==> src/rtl/mem_access_pkg.sv <==
// rtl/mem_access_pkg.sv - shared state encoding and default sizes for the load/store access stage
package mem_access_pkg;

   localparam int DEF_ADDR_W = 16;
   localparam int DEF_DATA_W = 16;
   localparam int DEF_DEPTH  = 1024;
   localparam int DEF_CNT_W  = 16;

   typedef enum logic [1:0] {
      IDLE  = 2'd0,
      ISSUE = 2'd1,
      WAIT  = 2'd2,
      RESP  = 2'd3
   } state_t;

endpackage

==> src/rtl/sat_counter.sv <==
// rtl/sat_counter.sv - up counter that sticks at its all-ones value
module sat_counter
   import mem_access_pkg::*;
#(
   parameter int W = DEF_CNT_W
) (
   input  logic         clk,
   input  logic         rst,
   input  logic         inc,
   output logic [W-1:0] count
);

   always_ff @(posedge clk) begin
      if (rst) begin
         count <= '0;
      end else if (inc && (count != {W{1'b1}})) begin
         count <= count + 1'b1;
      end
   end

endmodule

==> src/rtl/mem_access_unit.sv <==
// rtl/mem_access_unit.sv - single-outstanding load/store stage driving a synchronous-read data memory
module mem_access_unit
   import mem_access_pkg::*;
#(
   parameter int ADDR_W = DEF_ADDR_W,
   parameter int DATA_W = DEF_DATA_W,
   parameter int DEPTH  = DEF_DEPTH,
   parameter int CNT_W  = DEF_CNT_W
) (
   input  logic              clk,
   input  logic              rst,
   input  logic              req_valid,
   output logic              req_ready,
   input  logic              req_store,
   input  logic [ADDR_W-1:0] req_base,
   input  logic [ADDR_W-1:0] req_offset,
   input  logic [DATA_W-1:0] req_wdata,
   output logic              rsp_valid,
   input  logic              rsp_ready,
   output logic [DATA_W-1:0] rsp_data,
   output logic              rsp_fault,
   output logic              mem_we,
   output logic [ADDR_W-1:0] mem_addr,
   output logic [DATA_W-1:0] mem_wdata,
   input  logic [DATA_W-1:0] mem_rdata,
   output logic [CNT_W-1:0]  load_cnt,
   output logic [CNT_W-1:0]  store_cnt,
   output logic [CNT_W-1:0]  fault_cnt
);

   // One extra bit so a DEPTH equal to 2^ADDR_W still compares correctly.
   localparam logic [ADDR_W:0] DEPTH_X = (ADDR_W + 1)'(DEPTH);

   state_t            state;
   logic              store_q;
   logic              fault_q;
   logic [ADDR_W-1:0] ea;
   logic              accept;
   logic              rsp_hs;

   assign ea        = req_base + req_offset;
   assign req_ready = (state == IDLE) && !rst;
   assign accept    = req_valid && req_ready;
   assign rsp_hs    = rsp_valid && rsp_ready;

   // Gated by rst so a reset landing on the ISSUE cycle cannot corrupt memory.
   assign mem_we = (state == ISSUE) && store_q && !fault_q && !rst;

   always_ff @(posedge clk) begin
      if (rst) begin
         state     <= IDLE;
         store_q   <= 1'b0;
         fault_q   <= 1'b0;
         mem_addr  <= '0;
         mem_wdata <= '0;
         rsp_valid <= 1'b0;
         rsp_data  <= '0;
         rsp_fault <= 1'b0;
      end else begin
         case (state)
            IDLE: begin
               if (accept) begin
                  store_q   <= req_store;
                  fault_q   <= ({1'b0, ea} >= DEPTH_X);
                  mem_addr  <= ea;
                  mem_wdata <= req_wdata;
                  rsp_data  <= '0;
                  rsp_fault <= 1'b0;
                  state     <= ISSUE;
               end
            end
            ISSUE: begin
               if (fault_q || store_q) begin
                  rsp_fault <= fault_q;
                  rsp_valid <= 1'b1;
                  state     <= RESP;
               end else begin
                  state <= WAIT;
               end
            end
            WAIT: begin
               rsp_data  <= mem_rdata;
               rsp_valid <= 1'b1;
               state     <= RESP;
            end
            RESP: begin
               if (rsp_ready) begin
                  rsp_valid <= 1'b0;
                  state     <= IDLE;
               end
            end
            default: state <= IDLE;
         endcase
      end
   end

   sat_counter #(.W(CNT_W)) u_load_cnt (
      .clk   (clk),
      .rst   (rst),
      .inc   (rsp_hs && !store_q && !fault_q),
      .count (load_cnt)
   );

   sat_counter #(.W(CNT_W)) u_store_cnt (
      .clk   (clk),
      .rst   (rst),
      .inc   (rsp_hs && store_q && !fault_q),
      .count (store_cnt)
   );

   sat_counter #(.W(CNT_W)) u_fault_cnt (
      .clk   (clk),
      .rst   (rst),
      .inc   (rsp_hs && fault_q),
      .count (fault_cnt)
   );

endmodule

==> config.mk <==
export PLATFORM = sky130hd
export DESIGN_NAME = mem_access_unit
export DESIGN_NICKNAME = d
export VERILOG_FILES = /design/src/rtl/mem_access_pkg.sv /design/src/rtl/sat_counter.sv /design/src/rtl/mem_access_unit.sv
export SDC_FILE = /design/constraint.sdc
export NUM_CORES = 1
export LEC_CHECK = 0
export CAP_MARGIN = 5
export CORE_MARGIN = 1.5
export CORE_UTILIZATION = 25
export DETAILED_ROUTE_END_ITERATION = 6
export SYNTH_ARGS = -nofsm -noshare
export SYNTH_HDL_FRONTEND = slang
export SYNTH_HIERARCHICAL = 1
export SYNTH_SLANG_ARGS = --single-unit
export TNS_END_PERCENT = 10
==> constraint.sdc <==
create_clock -name clk -period 4.3 [get_ports clk]
set_input_delay 1.075 -clock clk [delete_from_list [all_inputs] [get_ports clk]]
set_output_delay 1.075 -clock clk [all_outputs]
set_load 0.1 [all_outputs]
==> summary.md <==
| Metric | Value |
|---|---|
| Post-layout util | `36.2%` |
| Dpl cell area | `7250 um^2` |
| Number of global-route vias before repair | `roughly 4.8k` |
| Post-route cell area | `between 7000 and 8000 um^2` |
| FFs w/ async S/R, synth | `0%` |
| Post-synthesis cell count | `625` |
| Die H | `between 100 and 150 um` |
| Yosys reg bits | `102` |
| Avg Inst Size Synth | `8.47 um^2` |
| Synth cell types | `58` |
| Clock root buffer | `clkbuf_16` |
| DRC | `0` |
| Hpwl dp | `around 11000 um` |
| Minimum clock period after layout | `approximately 3.3 ns` |
| Worst reg2reg path startpoint | `u_fault_cnt/count[1]$_SDFFE_PP0P_` |
| CP max FO | `3` |
| Worst-Skew Late Latency | `roughly 0.34 ns` |
| FMAX | `roughly 300 MHz` |
| DRT iter0 DRCs | `~180` |
| Core area | `roughly 21000 um^2` |
| CTS Buf Count | `9` |
| Mapped Nets | `slightly above 700` |
| DR vias | `about 5.2k` |
| RePlAce Congestion | `roughly 0.76` |
| Worst setup EP type | `flop` |
| H-tree levels | `3` |
| Initial DRT Pass Iterations | `4` |
| Layout cells sized above 1 | `5.97%` |
| Clock skew | `approximately 0.0082 ns` |
| Rows | `53` |
| TritonCTS clock tree | `built` |
| Synth Warn # | `6` |
| Post-synth top area share | `around 39%` |
| Post-synth top flop | `dfxtp_1` |
| Post-CTS Setup Inserts | `0` |
| Num ports | `169` |
| Cell Pwr Density | `between 400 and 500 nW/um^2` |
| Critical Path RT | `roughly 4.5 ns` |
| Layout fillers | `about 2.2k` |
| Port bufs | `roughly 170` |
| GRT Util Overall | `13.8%` |
| Syn Std Cell Area | `about 5300 um^2` |
| Total die area | `about 22000 um^2` |
| TNS Setup | `0 ns` |
| Crit path launch type | `primary input` |
| Multi-input gate area | `3090 um^2` |
| Bufs on Longest Clock Path | `2` |
| Worst Max-Slew Pin Slew | `roughly 1.1 ns` |
| Cts hold-fix bufs | `0` |
| Vias per inst | `4.88` |
| Die X | `between 100 and 150 um` |
| RSZ-0062 raised after global routing | `false` |
| Worst Setup SP | `req_base[0]` |
| Largest net degree at the start of global routing | `46` |
| Fin crit share | `77.5%` |
| Gr ovfl total | `0` |
| Hold WS | `0.459 ns` |
| Hold_sp | `mem_wdata[1]$_SDFFE_PP0P_` |
| Starting Density | `between 20% and 30%` |
| Worst EP arrival | `roughly 3.6 ns` |
| FF/Latch Area | `slightly above 2000 um^2` |
| Hold Vio Cnt, Final | `0` |
| Synth area leader | `dfxtp_1` |
| Largest cells by area after synthesis | `dfxtp_1, ha_1, nand2_1` |
| Post-synth EDFFs | `0` |
| Worst min-delay path category | `reg2reg` |
| Clk slew on worst S/H paths | `0.07 ns` |
| Endpoints failing setup | `0` |
| Seq/Total Area, Yosys | `about 39%` |
| Status | `finished, final reports clean` |
| # diodes | `0` |
| Rel. slew slack | `between 20% and 30%` |
| Initial antenna violation count | `0` |
| Total wire length | `around 15000 um` |
| CP Class | `in2reg` |
| Post-CTS sizing | `0` |
| Worst vdd ir | `roughly 250 uV` |
| P_leak | `2.62 nW` |
| Antenna Nets Post-Route | `0` |
| CTS sink cnt | `102` |
| First-pass GRT wire length | `24800 um` |
| Final-report max-slew violation count | `0` |
| Layout Nets | `875` |
| Layout area overhead | `42.7%` |
| WL/cell | `14.1 um` |
| Max Cap Viol | `0` |
-- kinds of logic after synthesis --
group	count (synthesis)	synth area share (%)
AND/OR/NAND/NOR	263	27.4
AO/OA/AOI/OAI	167	20.4
flip-flops	102	38.6
buffers and inverters	43	3.12
adder cells (fa/ha/maj)	24	5.82
XOR/XNOR	20	3.45
multiplexers	6	1.21
-- area by class of cell --
class                      instances  share of cell area [%]
clock buffer                      12                    3.26
timing repair buffer             174                    22.7
clock inverter                     4                   0.729
tap                              275                    4.56
multi-input combinational        480                    40.9
inverter                          15                   0.746
sequential                       102                    27.0
-- layout by cell type (no fill, tap or decap), types with 6 or more instances in the layout --
cell | synthesis | routed
nand3_1 | 33 | 33
a21oi_1 | 41 | 41
nor2b_1 | 8 | 8
or3_1 | 9 | 9
nand4_1 | 11 | 11
buf_4 | 0 | 8
nor4_1 | 7 | 7
ha_1 | 23 | 23
and4_1 | 9 | 9
o31ai_1 | 19 | 19
a22oi_1 | 17 | 17
inv_1 | 14 | 14
nand2_1 | 75 | 75
nor3_1 | 14 | 14
nor2_1 | 44 | 44
xor2_1 | 9 | 9
o21ai_0 | 46 | 46
clkbuf_16 | 0 | 9
and3_1 | 6 | 6
dfxtp_1 | 102 | 102
a21o_1 | 9 | 9
clkdlybuf4s50_1 | 0 | 165
or4_1 | 21 | 21
xnor2_1 | 10 | 10
-- synth_stat cells, types with 14 or more instances --
| master | count |
|---|---|
| a21oi_1 | 41 |
| a22oi_1 | 17 |
| clkbuf_1 | 22 |
| dfxtp_1 | 102 |
| ha_1 | 23 |
| inv_1 | 14 |
| nand2_1 | 75 |
| nand3_1 | 33 |
| nor2_1 | 44 |
| nor3_1 | 14 |
| o21ai_0 | 46 |
| o31ai_1 | 19 |
| or4_1 | 21 |
-- state kept, by name, indices dropped and copies added (netlist names) --
signal	flops
mem_addr	16
mem_wdata	16
rsp_data	16
u_fault_cnt/count	16
u_load_cnt/count	16
u_store_cnt/count	16
state	2
fault_q	1
rsp_fault	1
rsp_valid	1
store_q	1
-- path summary, 6_finish.rpt --
kind	endpoint	cells past startpoint	slack, ns
hold / removal	mem_wdata[1]$_SDFFE_PP0P_	2	0.46
setup / recovery	fault_q$_SDFFE_PP0P_	10	0.97
setup reg to reg	u_fault_cnt/count[11]$_SDFFE_PP0P_	5	2.24
hold reg to reg	mem_wdata[1]$_SDFFE_PP0P_	2	0.46
-- critical path: stages --
cell	delay, ns
clkdlybuf4s50_1	0.41
ha_1	0.25
fa_1	0.42
a21o_1	0.22
a311oi_1	0.37
o21ai_1	0.13
a31o_1	0.24
a21oi_2	0.15
xor2_1	0.21
a31oi_1	0.10
-- power breakdown --
group,switching (mW),leakage (nW),internal [mW]
logic,1.03,1.65,0.367
clock network,0.373,0.143,0.472
registers,0.0735,0.829,1.05
total,1.48,2.62,1.89
-- per-stage QoR --
step,worst slack [ns],total power [mW],cells
after floorplan,0.334,2.18,625
after global placement,0.617,2.54,1046
after detailed placement,0.591,2.55,1046
after CTS,0.969,3.42,1062
after global routing,0.753,3.55,1062
final,0.966,3.36,1062
-- per-layer routing --
metal  global-route usage, %  vias to the layer above  wire [um]
met5                       0                        -          0
met4                    5.00                        0        221
met3                    3.44                       14        940
met2                    22.0                      129       6740
met1                    18.1                     2409       7110
li1                        -                     2631          -
Power figures use the tool's default switching activity.
